## config.mk

```make
export PLATFORM = sky130hd
export DESIGN_NAME = bcd_countdown_timer
export DESIGN_NICKNAME = d
export VERILOG_FILES = /design/src/rtl/irrigation_pkg.sv /design/src/rtl/bcd_digit_dec.sv /design/src/rtl/bcd_countdown_timer.sv
export SDC_FILE = /design/constraint.sdc
export NUM_CORES = 1
export LEC_CHECK = 0
export BUFFER_PORTS_ARGS = -buffer_cell sky130_fd_sc_hd__buf_2
export CORE_MARGIN = 10
export CORE_UTILIZATION = 37
export CTS_CLUSTER_DIAMETER = 30
export DETAILED_ROUTE_END_ITERATION = 8
export PLACE_DENSITY = 0.71
export SYNTH_ARGS = -nofsm -noshare
export SYNTH_HDL_FRONTEND = slang
export SYNTH_SLANG_ARGS = --single-unit
```

## constraint.sdc

```tcl
create_clock -name clk -period 4.1 [get_ports clk]
set_input_delay 0.82 -clock clk [delete_from_list [all_inputs] [get_ports clk]]
set_output_delay 0.82 -clock clk [all_outputs]
set_load 0.05 [all_outputs]
```

## src/rtl/irrigation_pkg.sv

```systemverilog
// irrigation_pkg: shared types and constants for the irrigation timing blocks.
//   timer_state_t  - countdown timer FSM states (IDLE, RUN, PAUSE, DONE)
//   BCD_MAX_UNITS  - largest legal BCD digit value (9)
//   BCD_ZERO       - BCD zero digit
//   digit_legal()  - true when a digit does not exceed a given maximum
package irrigation_pkg;

  typedef enum logic [1:0] {
    IDLE  = 2'd0,
    RUN   = 2'd1,
    PAUSE = 2'd2,
    DONE  = 2'd3
  } timer_state_t;

  localparam logic [3:0] BCD_MAX_UNITS = 4'd9;
  localparam logic [3:0] BCD_ZERO      = 4'd0;

  function automatic logic digit_legal(input logic [3:0] d, input logic [3:0] max_d);
    return d <= max_d;
  endfunction

endpackage

```

## src/rtl/bcd_digit_dec.sv

```systemverilog
// bcd_digit_dec: one BCD digit with parallel load and enabled decrement.
// Ports:
//   clk, rst_n  - clock, asynchronous active-low reset (digit clears to 0)
//   load        - load load_val (has priority over decrement)
//   load_val    - value to load
//   dec_en      - decrement by one; 0 wraps to 9
//   digit       - current digit value
//   borrow      - high when a decrement is enabled while the digit is 0
//                 (chains into the next-higher digit's dec_en)
//   zero        - digit equals 0
module bcd_digit_dec
  import irrigation_pkg::*;
(
  input  logic       clk,
  input  logic       rst_n,
  input  logic       load,
  input  logic [3:0] load_val,
  input  logic       dec_en,
  output logic [3:0] digit,
  output logic       borrow,
  output logic       zero
);

  assign zero   = (digit == BCD_ZERO);
  assign borrow = dec_en && zero;

  always_ff @(posedge clk or negedge rst_n) begin
    if (!rst_n) begin
      digit <= BCD_ZERO;
    end else if (load) begin
      digit <= load_val;
    end else if (dec_en) begin
      digit <= zero ? BCD_MAX_UNITS : digit - 4'd1;
    end
  end

endmodule

```

## src/rtl/bcd_countdown_timer.sv

```systemverilog
// bcd_countdown_timer: two-digit BCD down-counter timing one irrigation
// interval. Loaded with a preset, decrements once per tick while the valve is
// open, pauses on humidity hold (us) or supply alarm (alin), reports expiry.
// Optional feature macro: AUTO_RELOAD_EN - on expiry reload the count from the
// stored preset and keep running until stop.
// Ports:
//   clk, rst_n                 - clock, asynchronous active-low reset
//   tick                       - 1 Hz one-cycle enable
//   load, preset_tens/units    - preset load request and BCD digits
//   start, stop                - begin counting / abort to IDLE keeping count
//   us, alin                   - pause requests (either one pauses)
//   tens, units                - current count digits
//   valve_on                   - high in RUN
//   paused                     - high in PAUSE
//   done                       - one-cycle pulse on expiry
//   load_err                   - one-cycle pulse on a rejected load
module bcd_countdown_timer
  import irrigation_pkg::*;
#(
  parameter int MAX_TENS = 5
) (
  input  logic       clk,
  input  logic       rst_n,
  input  logic       tick,
  input  logic       load,
  input  logic [3:0] preset_tens,
  input  logic [3:0] preset_units,
  input  logic       start,
  input  logic       stop,
  input  logic       us,
  input  logic       alin,
  output logic [3:0] tens,
  output logic [3:0] units,
  output logic       valve_on,
  output logic       paused,
  output logic       done,
  output logic       load_err
);

  localparam logic [3:0] MAX_TENS_D = 4'(MAX_TENS);

  timer_state_t state, state_next;

  logic       units_zero, tens_zero;
  logic       units_borrow;
  // The FSM never decrements past 00, so the tens digit never borrows.
  logic       tens_borrow_unused;
  logic       digit_load;
  logic [3:0] load_tens, load_units;
  logic       dec_en;
  logic       accept_load;
  logic       done_next, load_err_next;
  logic       preset_ok, pause_req, count_one;

  assign preset_ok = digit_legal(preset_tens, MAX_TENS_D) &&
                     digit_legal(preset_units, BCD_MAX_UNITS);
  assign pause_req = us | alin;
  assign count_one = tens_zero && (units == 4'd1);

`ifdef AUTO_RELOAD_EN
  logic [3:0] preset_tens_q, preset_units_q;

  always_ff @(posedge clk or negedge rst_n) begin
    if (!rst_n) begin
      preset_tens_q  <= BCD_ZERO;
      preset_units_q <= BCD_ZERO;
    end else if (accept_load) begin
      preset_tens_q  <= preset_tens;
      preset_units_q <= preset_units;
    end
  end
`endif

  always_ff @(posedge clk or negedge rst_n) begin
    if (!rst_n) begin
      state    <= IDLE;
      done     <= 1'b0;
      load_err <= 1'b0;
    end else begin
      state    <= state_next;
      done     <= done_next;
      load_err <= load_err_next;
    end
  end

  // Priority: stop, then load (IDLE/DONE only), then per-state behaviour.
  always_comb begin
    state_next    = state;
    digit_load    = 1'b0;
    load_tens     = preset_tens;
    load_units    = preset_units;
    dec_en        = 1'b0;
    accept_load   = 1'b0;
    done_next     = 1'b0;
    load_err_next = 1'b0;

    if (stop) begin
      state_next = IDLE;
    end else if (load && (state == IDLE || state == DONE)) begin
      if (preset_ok) begin
        accept_load = 1'b1;
        digit_load  = 1'b1;
        state_next  = IDLE;
      end else begin
        load_err_next = 1'b1;
      end
    end else begin
      case (state)
        IDLE: begin
          if (start) begin
            if (tens_zero && units_zero) begin
              state_next = DONE;
              done_next  = 1'b1;
            end else begin
              state_next = RUN;
            end
          end
        end
        RUN: begin
          // A pause request wins over a coincident tick; that tick is lost.
          if (pause_req) begin
            state_next = PAUSE;
          end else if (tick && !(tens_zero && units_zero)) begin
            dec_en = 1'b1;
            if (count_one) begin
              done_next = 1'b1;
`ifdef AUTO_RELOAD_EN
              digit_load = 1'b1;
              load_tens  = preset_tens_q;
              load_units = preset_units_q;
`else
              state_next = DONE;
`endif
            end
          end
        end
        PAUSE: begin
          if (!pause_req) state_next = RUN;
        end
        DONE: begin
        end
        default: state_next = IDLE;
      endcase
    end
  end

  bcd_digit_dec u_units (
    .clk      (clk),
    .rst_n    (rst_n),
    .load     (digit_load),
    .load_val (load_units),
    .dec_en   (dec_en),
    .digit    (units),
    .borrow   (units_borrow),
    .zero     (units_zero)
  );

  bcd_digit_dec u_tens (
    .clk      (clk),
    .rst_n    (rst_n),
    .load     (digit_load),
    .load_val (load_tens),
    .dec_en   (units_borrow),
    .digit    (tens),
    .borrow   (tens_borrow_unused),
    .zero     (tens_zero)
  );

  // Decoded straight from the state register so reset drops them at once.
  assign valve_on = (state == RUN);
  assign paused   = (state == PAUSE);

endmodule

```

==> run summary <==
* **run status** finished clean
* **Placement Rows** 17
* **clock-pin slew of the registers on the worst-case setup and hold paths** 70 ps
* **clock tree skew after final layout** 2.84 ps
* **postcts setup bufs** 0
* **CTS Buf Count** 3
* **antenna-violating nets left** 0
* **area of the placeable core** 2170 um2
* **fraction of the yosys area taken by sequential cells** 36.4%
* **proportion of netlist area held by the largest area contributor** 36.4%
* **headroom to the max-slew limit** 54.5%
* **total number of nets in the final design** 144
* **DRC** 0
* **worst-margin pin slew** 677 ps
* **total clock sinks** 12
* **share of the core filled with cells in the final layout** 46.4%
* **number of synthesized register bits** 12
* **synthesized area per cell** 8.69 um2
* **Post-Syn Nets** 114
* **Hold Vio Cnt, Final** 0
* **worst reg2reg startpoint** state[1]$_DFFE_PN0P_
* **die span in y** 67.2 um
* **number of endpoints failing setup at the final stage** 0
* **Leak** 0.443 nW
* **initial antenna violation count** 0
* **final period demand of the worst path** 2180 ps
* **Placed Instances** 148
* **hold buffers post-CTS** 0
* **final estimated routing congestion in global placement** 0.830
* **First-pass DRT Iterations** 4
* **maximum number of pins on one net before global-route repair** 16
* **CTS H-tree lvls** 1
* **power density over the cells** 680 nW/um2
* **clock tree root buffer cell** clkbuf_4
* **total via count in the routed design** 825
* **post-synthesis cell type count** 33
* **Hold WC Path Type** input pin to async pin
* **I/O pin count** 28
* **Iteration-0 DRC Markers** 63
* **achievable frequency** 459 MHz
* **fraction of final layout cells with drive strength greater than 1** 29.3%
* **Setup crit end kind** flip-flop
* **Detailed Place HPWL** 1770 um
* **global-route usage over all layers** 10.1%
* **maxcap violations** 0
* **number of inserted diodes** 0
* **area added between synthesis and finish** 21.8%
* **routed wirelength normalized by instance count** 14.9 um
* **summed instance area of the synthesized netlist** 826 um2
* **origin of the worst setup path** state[1]$_DFFE_PN0P_
* **insertion delay of the later-clocked pin in the worst-skew pair** 270 ps
* **arrival time worst endpoint** 2370 ps
* **startpoint type of the worst setup path** flip-flop
* **Initial Utilization** 38.1%
* **maximum clock insertion buffer count** 2
* **via count of the first global-routing pass** 792
* **final standard cell count with taps included and fillers excluded** 151
* **Synth Instances** 95
* **most area-consuming cells after synthesis** dfrtp_1 (36%), nor2_1 (6.8%), a21oi_1 (5.5%), mux2i_1 (4.8%), ha_1 (4.5%)
* **maximum ir drop on the vdd rail** 0.337 mV
* **final total negative setup slack** 0 ps
* **RSZ-0062 raised after global routing** no
* **number of pins with negative max-slew slack in the final report** 0
* **largest fanout on the critical path** 7
* **wire length of the first global-routing pass** 3620 um
* **type of the worst setup path** flip-flop to flip-flop
* **count of input and output buffers** 27
* **cell accounting for the most synthesized area** dfrtp_1
* **horizontal die dimension** 67.2 um
* **area of the die** 4520 um2
* **remaining global-route overflow** 0
* **Period Utilization, post-route** 53.2%
* **Crit path required time** 4290 ps
* **vias per std cell** 5.46
* **post-cts gate resize count** 0
* **Post-Route WL** 2240 um
* **CTS tree** yes
* **number of warnings reported in the yosys synthesis log** 0
## cell usage in the layout, fill, tap and decap left out, types with 2 or more instances in the layout
master and count:
a21oi_1 9, mux2i_1 4, dfrtp_1 12, nand2_1 4, a211oi_1 2, inv_1 4, buf_2 27, nand4_1 4
clkbuf_4 3, a31oi_1 3, nor3_1 7, nand4b_1 3, o21ai_0 3, nand3_1 2, ha_1 3, a32oi_1 2
nor2_1 15
## synthesized netlist by cell type
cell type / instances
nor2_1: 15
dfrtp_1: 12
a21oi_1: 9
nor3_1: 7
inv_1: 4
mux2i_1: 4
nand2_1: 4
nand4_1: 4
a31oi_1: 3
ha_1: 3
nand4b_1: 3
o21ai_0: 3
a211oi_1: 2
a32oi_1: 2
nand3_1: 2
a22o_1: 1
and3_2: 1
and4_1: 1
and4bb_2: 1
buf_4: 1
clkbuf_2: 1
nand2b_1: 1
nor2b_1: 1
nor4_4: 1
nor4b_1: 1
o2111ai_1: 1
o211ai_1: 1
o22ai_1: 1
or2_2: 1
or3_1: 1
or3_2: 1
or3b_2: 1
or4b_1: 1
## critical path, stage by stage, from the launching register on
cell and delay [ps]:
dfrtp_1 390, inv_1 80, ha_1 350, nand2b_1 280, nand4_1 250, or4b_1 560
a31oi_1 180
## cell type report
| type | instances | area, um2 |
|---|---|---|
| Fill cell | 219 | 1160 |
| Inverter | 4 | 15.0 |
| Timing Repair Buffer | 27 | 135 |
| Sequential cell | 12 | 300 |
| Clock buffer | 3 | 22.5 |
| Multi-Input combinational cell | 77 | 498 |
| Tap cell | 28 | 35.0 |
## state kept, by name, summed over array words and instances (netlist names)
name / cells
u_units.digit: 4
done: 1
load_err: 1
u_tens.digit: 4
state: 2
## worst paths after layout
| path | slack (ps) | to | depth (start not counted) |
|---|---|---|---|
| worst max-delay path | 1920 | u_tens.digit[2]$_DFFE_PN0P_ | 6 |
| worst min register to register | 570 | u_tens.digit[3]$_DFFE_PN0P_ | 2 |
| worst min-delay path | 410 | done$_DFF_PN0_ | 1 |
| min in group clk | 570 | u_tens.digit[3]$_DFFE_PN0P_ | 2 |
| max in group asynchronous | 3470 | load_err$_DFF_PN0_ | 1 |
| worst max register to register | 1920 | u_tens.digit[2]$_DFFE_PN0P_ | 6 |
## kinds of logic after synthesis
| logic type | share of synthesized area (%) |
|---|---|
| mux | 4.85 |
| fa+ha+maj | 4.55 |
| compound gates | 17.3 |
| buf+inv | 3.33 |
| flops | 36.4 |
| simple gates | 33.6 |
## report_power, final
| part | leakage [nW] | switching (mW) | internal (mW) |
|---|---|---|---|
| combinational | 0.283 | 0.269 | 0.111 |
| sequential | 0.147 | 0.0716 | 0.159 |
| clock | 0.0138 | 0.0398 | 0.0340 |
| total | 0.443 | 0.380 | 0.304 |
## per-stage QoR
step | cell area, um2 | hold slack [ps] | worst slack [ps] | power, mW
after floorplan | 826 | 524 | 1870 | 0.516
after global routing | 1010 | 425 | 1690 | 0.732
after global placement | 983 | 555 | 1780 | 0.606
after detailed placement | 983 | 565 | 1720 | 0.613
after CTS | 1010 | 424 | 1910 | 0.687
final | 1010 | 410 | 1920 | 0.685
## metal layers
| layer | global-route usage, % | vias to the layer above | part of all wire [%] |
|---|---|---|---|
| li1 | - | 418 | - |
| met1 | 12.4 | 379 | 48 |
| met2 | 15.2 | 23 | 43 |
| met3 | 3.64 | 5 | 7.6 |
| met4 | 4.87 | 0 | 1.7 |
| met5 | 0 | - | 0 |
No activity file was read; power rests on OpenSTA's default activity.
